`config.mk`:
```
export PLATFORM = sky130hd
export DESIGN_NAME = pipeline_control
export DESIGN_NICKNAME = d
export VERILOG_FILES = /design/src/rtl/pipeline_control.sv
export SDC_FILE = /design/constraint.sdc
export NUM_CORES = 1
export LEC_CHECK = 0
export ABC_AREA = 0
export ABC_CLOCK_PERIOD_IN_PS = 2200
export CORE_MARGIN = 2
export CORE_UTILIZATION = 39
export CTS_CLUSTER_SIZE = 30
export DETAILED_ROUTE_END_ITERATION = 16
export PLACE_DENSITY = 0.85
export SYNTH_ARGS = -nofsm -noshare
export SYNTH_HDL_FRONTEND = slang
export SYNTH_SLANG_ARGS = --single-unit
```
`constraint.sdc`:
```
create_clock -name clk -period 2.2 [get_ports clk]
set_input_delay 0.44 -clock clk [delete_from_list [all_inputs] [get_ports clk]]
set_output_delay 0.44 -clock clk [all_outputs]
set_load 0.05 [all_outputs]
```
`src/rtl/pipeline_control.sv`:
```
// Pipeline sequencing for the five-stage LC-3b core: load enables, stage valid bits, fetch redirect.
// Optional stall performance counters are built when PIPECTRL_PERF_EN is defined.
module pipeline_control (
    input  logic        clk,
    input  logic        rst_n,
    input  logic        dep_stall,
    input  logic        icache_resp,
    input  logic        dcache_req,
    input  logic        dcache_resp,
    input  logic        br_taken,
    input  logic [15:0] br_target,
    output logic        ld_pc,
    output logic        ld_if_de,
    output logic        ld_de_ex,
    output logic        ld_ex_mem,
    output logic        ld_mem_wb,
    output logic        pcmux_sel,
    output logic [15:0] redirect_pc,
    output logic        v_de,
    output logic        v_ex,
    output logic        v_mem,
    output logic        v_wb,
    output logic [31:0] stall_dep_cnt,
    output logic [31:0] stall_mem_cnt
);

    typedef enum logic {RUN, PEND} state_t;

    state_t      state, state_nx;
    logic [15:0] tgt_q, tgt_nx;
    logic        v_de_nx, v_ex_nx, v_mem_nx, v_wb_nx;
    logic        mem_stall, flush, hz, hz_run;

    assign mem_stall = v_mem & dcache_req & ~dcache_resp;
    assign flush     = v_mem & br_taken;
    assign hz        = v_de & dep_stall;

    // Priority: D-cache stall, branch flush, decode hazard, normal advance.
    always_comb begin
        state_nx    = state;
        tgt_nx      = tgt_q;
        v_de_nx     = v_de;
        v_ex_nx     = v_ex;
        v_mem_nx    = v_mem;
        v_wb_nx     = v_wb;
        ld_pc       = 1'b0;
        ld_if_de    = 1'b0;
        ld_de_ex    = 1'b0;
        ld_ex_mem   = 1'b0;
        ld_mem_wb   = 1'b0;
        pcmux_sel   = 1'b0;
        redirect_pc = br_target;
        hz_run      = 1'b0;

        if (state == PEND) begin
            pcmux_sel   = 1'b1;
            redirect_pc = tgt_q;
        end

        if (mem_stall) begin
            ld_mem_wb = 1'b1;
            v_wb_nx   = 1'b0;
        end else if (flush) begin
            ld_if_de  = 1'b1;
            ld_de_ex  = 1'b1;
            ld_ex_mem = 1'b1;
            ld_mem_wb = 1'b1;
            v_wb_nx   = 1'b1;
            v_mem_nx  = 1'b0;
            v_ex_nx   = 1'b0;
            v_de_nx   = 1'b0;
            if (icache_resp) begin
                ld_pc       = 1'b1;
                pcmux_sel   = 1'b1;
                redirect_pc = br_target;
                state_nx    = RUN;
            end else begin
                tgt_nx   = br_target;
                state_nx = PEND;
            end
        end else if (hz) begin
            ld_de_ex  = 1'b1;
            ld_ex_mem = 1'b1;
            ld_mem_wb = 1'b1;
            v_ex_nx   = 1'b0;
            v_mem_nx  = v_ex;
            v_wb_nx   = v_mem;
            hz_run    = (state == RUN);
        end else begin
            ld_pc     = icache_resp;
            ld_if_de  = 1'b1;
            ld_de_ex  = 1'b1;
            ld_ex_mem = 1'b1;
            ld_mem_wb = 1'b1;
            // In PEND the fetch that completes belongs to the squashed path.
            v_de_nx   = icache_resp & (state == RUN);
            v_ex_nx   = v_de;
            v_mem_nx  = v_ex;
            v_wb_nx   = v_mem;
            if (state == PEND && icache_resp)
                state_nx = RUN;
        end

        if (!rst_n) begin
            ld_pc       = 1'b0;
            ld_if_de    = 1'b0;
            ld_de_ex    = 1'b0;
            ld_ex_mem   = 1'b0;
            ld_mem_wb   = 1'b0;
            pcmux_sel   = 1'b0;
            redirect_pc = br_target;
        end
    end

    always_ff @(posedge clk) begin
        if (!rst_n) begin
            state <= RUN;
            tgt_q <= 16'h0000;
            v_de  <= 1'b0;
            v_ex  <= 1'b0;
            v_mem <= 1'b0;
            v_wb  <= 1'b0;
        end else begin
            state <= state_nx;
            tgt_q <= tgt_nx;
            v_de  <= v_de_nx;
            v_ex  <= v_ex_nx;
            v_mem <= v_mem_nx;
            v_wb  <= v_wb_nx;
        end
    end

`ifdef PIPECTRL_PERF_EN
    logic [31:0] dep_cnt_q, mem_cnt_q;

    always_ff @(posedge clk) begin
        if (!rst_n) begin
            dep_cnt_q <= 32'd0;
            mem_cnt_q <= 32'd0;
        end else begin
            if (hz_run && !mem_stall && !flush)
                dep_cnt_q <= dep_cnt_q + 32'd1;
            if (mem_stall)
                mem_cnt_q <= mem_cnt_q + 32'd1;
        end
    end

    assign stall_dep_cnt = dep_cnt_q;
    assign stall_mem_cnt = mem_cnt_q;
`else
    logic unused_hz_run;
    assign unused_hz_run = hz_run;
    assign stall_dep_cnt = 32'd0;
    assign stall_mem_cnt = 32'd0;
`endif

endmodule

```
==> out/results.tsv, run 1 <==
stage	metric	value	unit
synthesis	Synth Instances	186	
cts	number of H-tree levels	1	
power	clock power share	0.213	
floorplanning	DIE WIDTH	69.9	um
sta	achievable frequency	464	MHz
setup_path	CP bufs+invs	4	
route	DRT iter0 DRCs	16	
cells_and_area	fin util	0.570	
setup_path	crit path max-delay cell type	mux2_4	
global_route	first-pass GRT wire length	5.03	mm
cts	CTS tree	done	
placement	Final HPWL DP	2.45	mm
setup_path	critical path launch point type	primary input	
floorplanning	Starting Density	0.414	
power	Net Sw Frac	0.435	
global_route	Congestion Overflow GR	0	
synthesis	post-synthesis cell type count	27	
global_route	vias in the first global route	1095	
setup_path	Crit Path Max Fanout	5	
sta	Max Transition Viols Final	0	
cells_and_area	Finished Layout Cells	294	
setup_path	slowest stage delay, CP	320	ps
synthesis	Yosys reg bits	21	
cells_and_area	Finished Cell Area	2330	um^2
route	met3 WL	255	um
route	uppermost layer routed	met4	
power	Peak VDD IR	299	uV
route	Remaining DRCs	0	
synthesis	Syn Area/Cell	9.10	um^2
sta	final hold vios	0	
cts	hold buffer count at cts	0	
placement	post-place instance area	2170	um^2
min_path	Hold Path Class	reg2reg	
route	Routed Antenna Nets	0	
power	total leakage power	1.07	nW
cells_and_area	ratio of cells with drive above 1 in the final layout	0.283	
floorplanning	Boundary Pins	113	
setup_path	Setup CP Type	in2out	
global_route	GRT Total Usage	0.126	
route	met2 WL post-DR	1.73	mm
cells_and_area	final net count	268	
power	Internal	662	uW
floorplanning	Core ar.	4090	um^2
outcome	status	completed	
power	Net Sw Power	510	uW
route	DRT Pass-1 Iters	4	
cts	Clock Path Buffers	2	
setup_path	critical path, cell by cell	clkdlybuf4s15_2 -> nand2b_4 -> a31oi_4 -> buf_4 -> buf_8 -> mux2_4 -> buf_12	
cts	CTS clk-pin slew, worst paths	80	ps
sta	Setup Viol. Count Final	0	
cells_and_area	Area growth syn-to-layout	37.5	%
sta	measured slew at the worst slew-check pin	507	ps
global_route	largest net degree at the start of global routing	43	
sta	worst-case clock skew	5.69	ps
power	Power Dens Cells	504	nW/um^2
sta	RSZ-0062 raised after global routing	no	
floorplanning	Total Die Area	4880	um^2
placement	PortBufs	48	
cells_and_area	commonest cells after routing, fill and taps aside	conb_1, nand2_1, clkdlybuf4s50_1	
floorplanning	Rows	23	
sta	Tmin final	2160	ps
power	Combinational Power Share	0.457	
synthesis	top cell type's share of synthesized area	0.297	
synthesis	Synth Cell Area	1690	um^2
global_route	initial antenna violation count	0	
cts	Sink Count	21	
setup_path	CP delay by family, top	buffers and inverters	
route	met1 wire length	1.14	mm
placement	# placed instances	287	
floorplanning	Vert. Die Dim	69.9	um
cts	CTS root buffer	clkbuf_8	
synthesis	area leader, netlist	buf_4	
synthesis	Yosys warnings	0	
cells_and_area	antenna cells	0	
cells_and_area	commonest non-fill, non-tap cell in the layout	conb_1	
run	Maximum Capacitance Violations	0	
synthesis	largest cells by area after synthesis	buf_4, dfxtp_1, mux2i_1, mux2_4, nand2_1	
route	DR vias/cell	4.14	
route	post-detailed-routing wire length	3.21	mm
sta	setup TNS	0	ps
setup_path	Critical Path RT	1760	ps
cts	clk_lat worst skew	260	ps
sta	Tcrit/Tclk final	0.980	
placement	Final Wtd Congestion	0.803	
route	WL/cell	10.9	um
power	part of the power in registers	0.330	
route	via count	1217	
cts	total CTS buffers	3	
sta	Rel. slew slack	0.661	
setup_path	CP Data Arrival Time	1720	ps
synthesis	sequential area share after synthesis	0.248	
setup_path	Worst Setup End Kind	output port	
-- metal layers --
metal / global-route usage / vias to the layer above
met2: 0.234 / 65
met4: 0.0598 / 0
li1: - / 593
met5: 0 / -
met1: 0.136 / 551
met3: 0.0231 / 8
-- registers in the layout, summed over array words and instances (netlist names) --
register  count
v_de          1
v_ex          1
tgt_q        16
v_wb          1
v_mem         1
state         1
-- per-stage QoR --
stage | total power [mW] | hold slack [ps] | worst slack (ps)
after floorplan | 0.866 | 431 | 34.1
after global placement | 0.913 | 441 | -183
after detailed placement | 0.917 | 449 | -209
after CTS | 1.17 | 461 | 2.97
after global routing | 1.21 | 480 | 6.11
final | 1.17 | 457 | 44.7
-- cell families (layout without fill, tap and decap cells) --
group	count (synthesis)	in the layout	share of synthesized area
compound gates	7	7	0.0355
buf+inv	75	70	0.339
flops	21	21	0.248
mux	33	33	0.229
other cells	1	64	0.00222
simple gates	49	49	0.146
-- cell usage after synthesis (all sizes together) --
cell type / n
nand2: 37
a21oi: 1
mux2: 16
and3: 2
mux2i: 17
a31oi: 4
a22oi: 1
conb: 1
a21boi: 1
dfxtp: 21
nor3b: 1
nand3: 1
and3b: 1
buf: 70
nand4b: 2
clkbuf: 4
inv: 1
nor2b: 2
and2: 1
nand3b: 1
nand2b: 1
-- timing repair --
action	in CTS	in global routing
resized for setup	34	0
pin swaps	1	1
cloned	1	0
setup endpoints to repair	21	7
setup buffers	0	2
-- path summary, 6_finish.rpt --
path,end,startpoint,slack (ps),cells after the start
worst min-delay path,tgt_q[12],tgt_q[12],460,2
worst max register to register,tgt_q[5],v_mem,900,5
worst min register to register,tgt_q[12],tgt_q[12],460,2
worst max-delay path,redirect_pc[11],dcache_resp,40,7
-- tightest hold or removal path, cell delays in order, from the launching register on --
cell,delay (ps)
dfxtp_1,310
nand2_1,50
mux2i_1,50
-- final cells by class --
cell class | count | area, um^2
clock buffers | 4 | 45.0
flip-flops and latches | 21 | 422
inverters | 1 | 3.75
well taps | 50 | 62.6
repair buffers | 65 | 823
multi-input cells | 153 | 971
fillers | 374 | 1760
-- power by group through the flow --
| stage | Combinational, mW | Clock [mW] | Sequential, mW |
|---|---|---|---|
| after global placement | 0.517 | 0 | 0.396 |
| after CTS | 0.534 | 0.253 | 0.387 |
| after global routing | 0.553 | 0.271 | 0.388 |
| final | 0.535 | 0.250 | 0.387 |
| after floorplan | 0.462 | 0 | 0.404 |
| after detailed placement | 0.521 | 0 | 0.396 |
Power figures use the tool's default switching activity.
==> inputs of run 2 (changes only) <==
Settings changed: PLACE_DENSITY 0.85 to 0.87.
==> out/results.tsv, run 2 (synthesis results as in run 1) <==
stage	metric	value	unit	change
sta	Tcrit/Tclk final	0.971		-0.00858
cells_and_area	Area growth syn-to-layout	34.7	%	
setup_path	worst r2r src	v_mem		
route	WL/cell	11.1	um	+1.7%
setup_path	Critical Path RT	1760	ps	about the same
global_route	GRT Total Usage	0.129		+0.00345
sta	achievable frequency	468	MHz	+0.88%
global_route	Most Used Layer, Global Route	met2		
sta	Setup Viol. Count Final	0		unchanged
global_route	M3 GR Usage	0.0260		+0.00289
outcome	status	completed		
route	DRT Pass-1 Iters	4		unchanged
power	Power Dens Cells	508	nW/um^2	+0.90%
cells_and_area	commonest non-fill, non-tap cell in the layout	conb_1		
global_route	first-pass GRT wire length	5.17	mm	+2.7%
route	Remaining DRCs	0		unchanged
global_route	initial antenna violation count	0		unchanged
setup_path	critical path launch point type	flop		
cts	Clock Path Buffers	2		unchanged
setup_path	CP dominant cell by count	buf_12		
setup_path	critical path, cell by cell	and2_4 -> a31oi_4 -> buf_12 -> buf_16 -> mux2_4 -> buf_12		
cells_and_area	commonest cells after routing, fill and taps aside	conb_1, nand2_1, clkdlybuf4s50_1		
setup_path	CP startpoint	v_mem		
global_route	largest net degree at the start of global routing	43		unchanged
power	total leakage power	1.04	nW	-3.1%
run	Maximum Capacitance Violations	0		unchanged
floorplanning	Rows	23		unchanged
route	DRT iter0 DRCs	37		+21
global_route	GRT met1 Usage	0.139		+0.00312
cts	CTS root buffer	clkbuf_8		
placement	worst slack at placement	-225	ps	-16.4 ps
sta	Max Transition Viols Final	0		unchanged
cells_and_area	ratio of cells with drive above 1 in the final layout	0.284		+0.00116
global_route	Congestion Overflow GR	0		unchanged
placement	# placed instances	287		unchanged
floorplanning	Total Die Area	4880	um^2	unchanged
setup_path	Setup CP Type	reg2out		
cells_and_area	largest register by flop count	tgt_q		
cts	clk_lat worst skew	250	ps	about the same
cells_and_area	antenna cells	0		unchanged
sta	Tmin final	2140	ps	-18.9 ps
sta	Rel. slew slack	0.665		+0.00380
placement	Final HPWL DP	2.58	mm	+5.4%
power	Peak VDD IR	221	uV	-26%
min_path	worst hold start	tgt_q[4]		
sta	worst-case clock skew	5.45	ps	-0.243 ps
floorplanning	Starting Density	0.414		unchanged
cells_and_area	Largest register FFs	16		unchanged
floorplanning	DIE WIDTH	69.9	um	unchanged
setup_path	Worst Setup End Kind	output port		
placement	PortBufs	48		unchanged
sta	RSZ-0062 raised after global routing	yes		
sta	Final Hold Slack	454	ps	-3.41 ps
setup_path	crit path max-delay cell type	dfxtp_2		
placement	Final Wtd Congestion	0.806		+0.47%
sta	final hold vios	0		unchanged
global_route	vias in the first global route	1125		+2.7%
sta	final worst slack	63.6	ps	+18.9 ps
global_route	GR Layer Usage met2	0.244		+0.0106
setup_path	CP Data Arrival Time	1700	ps	-20 ps
route	via count	1214		-0.25%
cells_and_area	Finished Layout Cells	293		-0.34%
route	post-detailed-routing wire length	3.25	mm	+1.3%
cells_and_area	final net count	267		-0.37%
cts	number of H-tree levels	1		unchanged
cells_and_area	Finished Cell Area	2280	um^2	-2.0%
setup_path	slowest stage delay, CP	350	ps	+30 ps
cts	total CTS buffers	3		unchanged
cts	CTS tree	done		
floorplanning	Core ar.	4090	um^2	unchanged
route	DR vias/cell	4.14		about the same
setup_path	Crit Path Max Fanout	6		+1
cts	CTS clk-pin slew, worst paths	80	ps	about the same
min_path	Hold Path Class	reg2reg		
power	Total Power	1.16	mW	-1.1%
route	Routed Antenna Nets	0		unchanged
placement	post-place instance area	2170	um^2	unchanged
floorplanning	Boundary Pins	113		unchanged
setup_path	CP delay by family, top	buffers and inverters		
setup_path	CP bufs+invs	3		-1
cts	Sink Count	21		unchanged
floorplanning	Vert. Die Dim	69.9	um	unchanged
sta	measured slew at the worst slew-check pin	502	ps	-5.69 ps
run 2: cell count changes in the layout (fill, tap and decap cells not counted), sizes merged:
cell           previous run  this run
buf                      40        39
clkbuf                    4         6
dlygate4sd2               2         1
clkdlybuf4s15             2         1
run 2: repair_timing:
action                                 4_1_cts  5_1_grt
endpoints found under the hold margin        0        0
pin swaps                                    1        1
setup endpoints to repair                   21       10
buffers inserted                             1        0
hold buffers                                 0        0
gates resized for setup                     20        5
gates cloned                                 1        0
run 2: path summary, 6_finish.rpt:
kind | endpoint | slack [ps] | depth (start not counted)
hold / removal | tgt_q[4] | 450 | 2
setup / recovery | redirect_pc[6] | 60 | 6
setup reg to reg | tgt_q[13] | 920 | 5
hold reg to reg | tgt_q[4] | 450 | 2
run 2: tightest hold or removal path, cell delays in order (launching register included):
cell and delay (ps):
dfxtp_1 310, nand2_1 50, mux2i_1 50
run 2: metrics by stage:
stage          TNS [ps]  utilization
3_5_place_dp      -3760        0.530
2_1_floorplan         0            -
4_1_cts               0        0.560
5_1_grt               0        0.558
3_3_place_gp      -3150        0.530
6_report              0        0.558
run 2: cell type report:
class | count | area [um^2]
Fill cell | 388 | 1810
Sequential cell | 21 | 422
Tap cell | 50 | 62.6
Inverter | 1 | 3.75
Timing Repair Buffer | 64 | 800
Clock buffer | 4 | 45.0
Multi-Input combinational cell | 153 | 948
run 2: power breakdown:
part           switching [mW]  internal, mW
Clock                   0.117         0.129
Combinational           0.385         0.142
Sequential            0.00354         0.384
run 2: routing by layer:
layer  up-vias  share of wire
met5         -              0
met4         0         0.0052
met3         2          0.079
met2        61           0.56
met1       561           0.36
li1        590              -
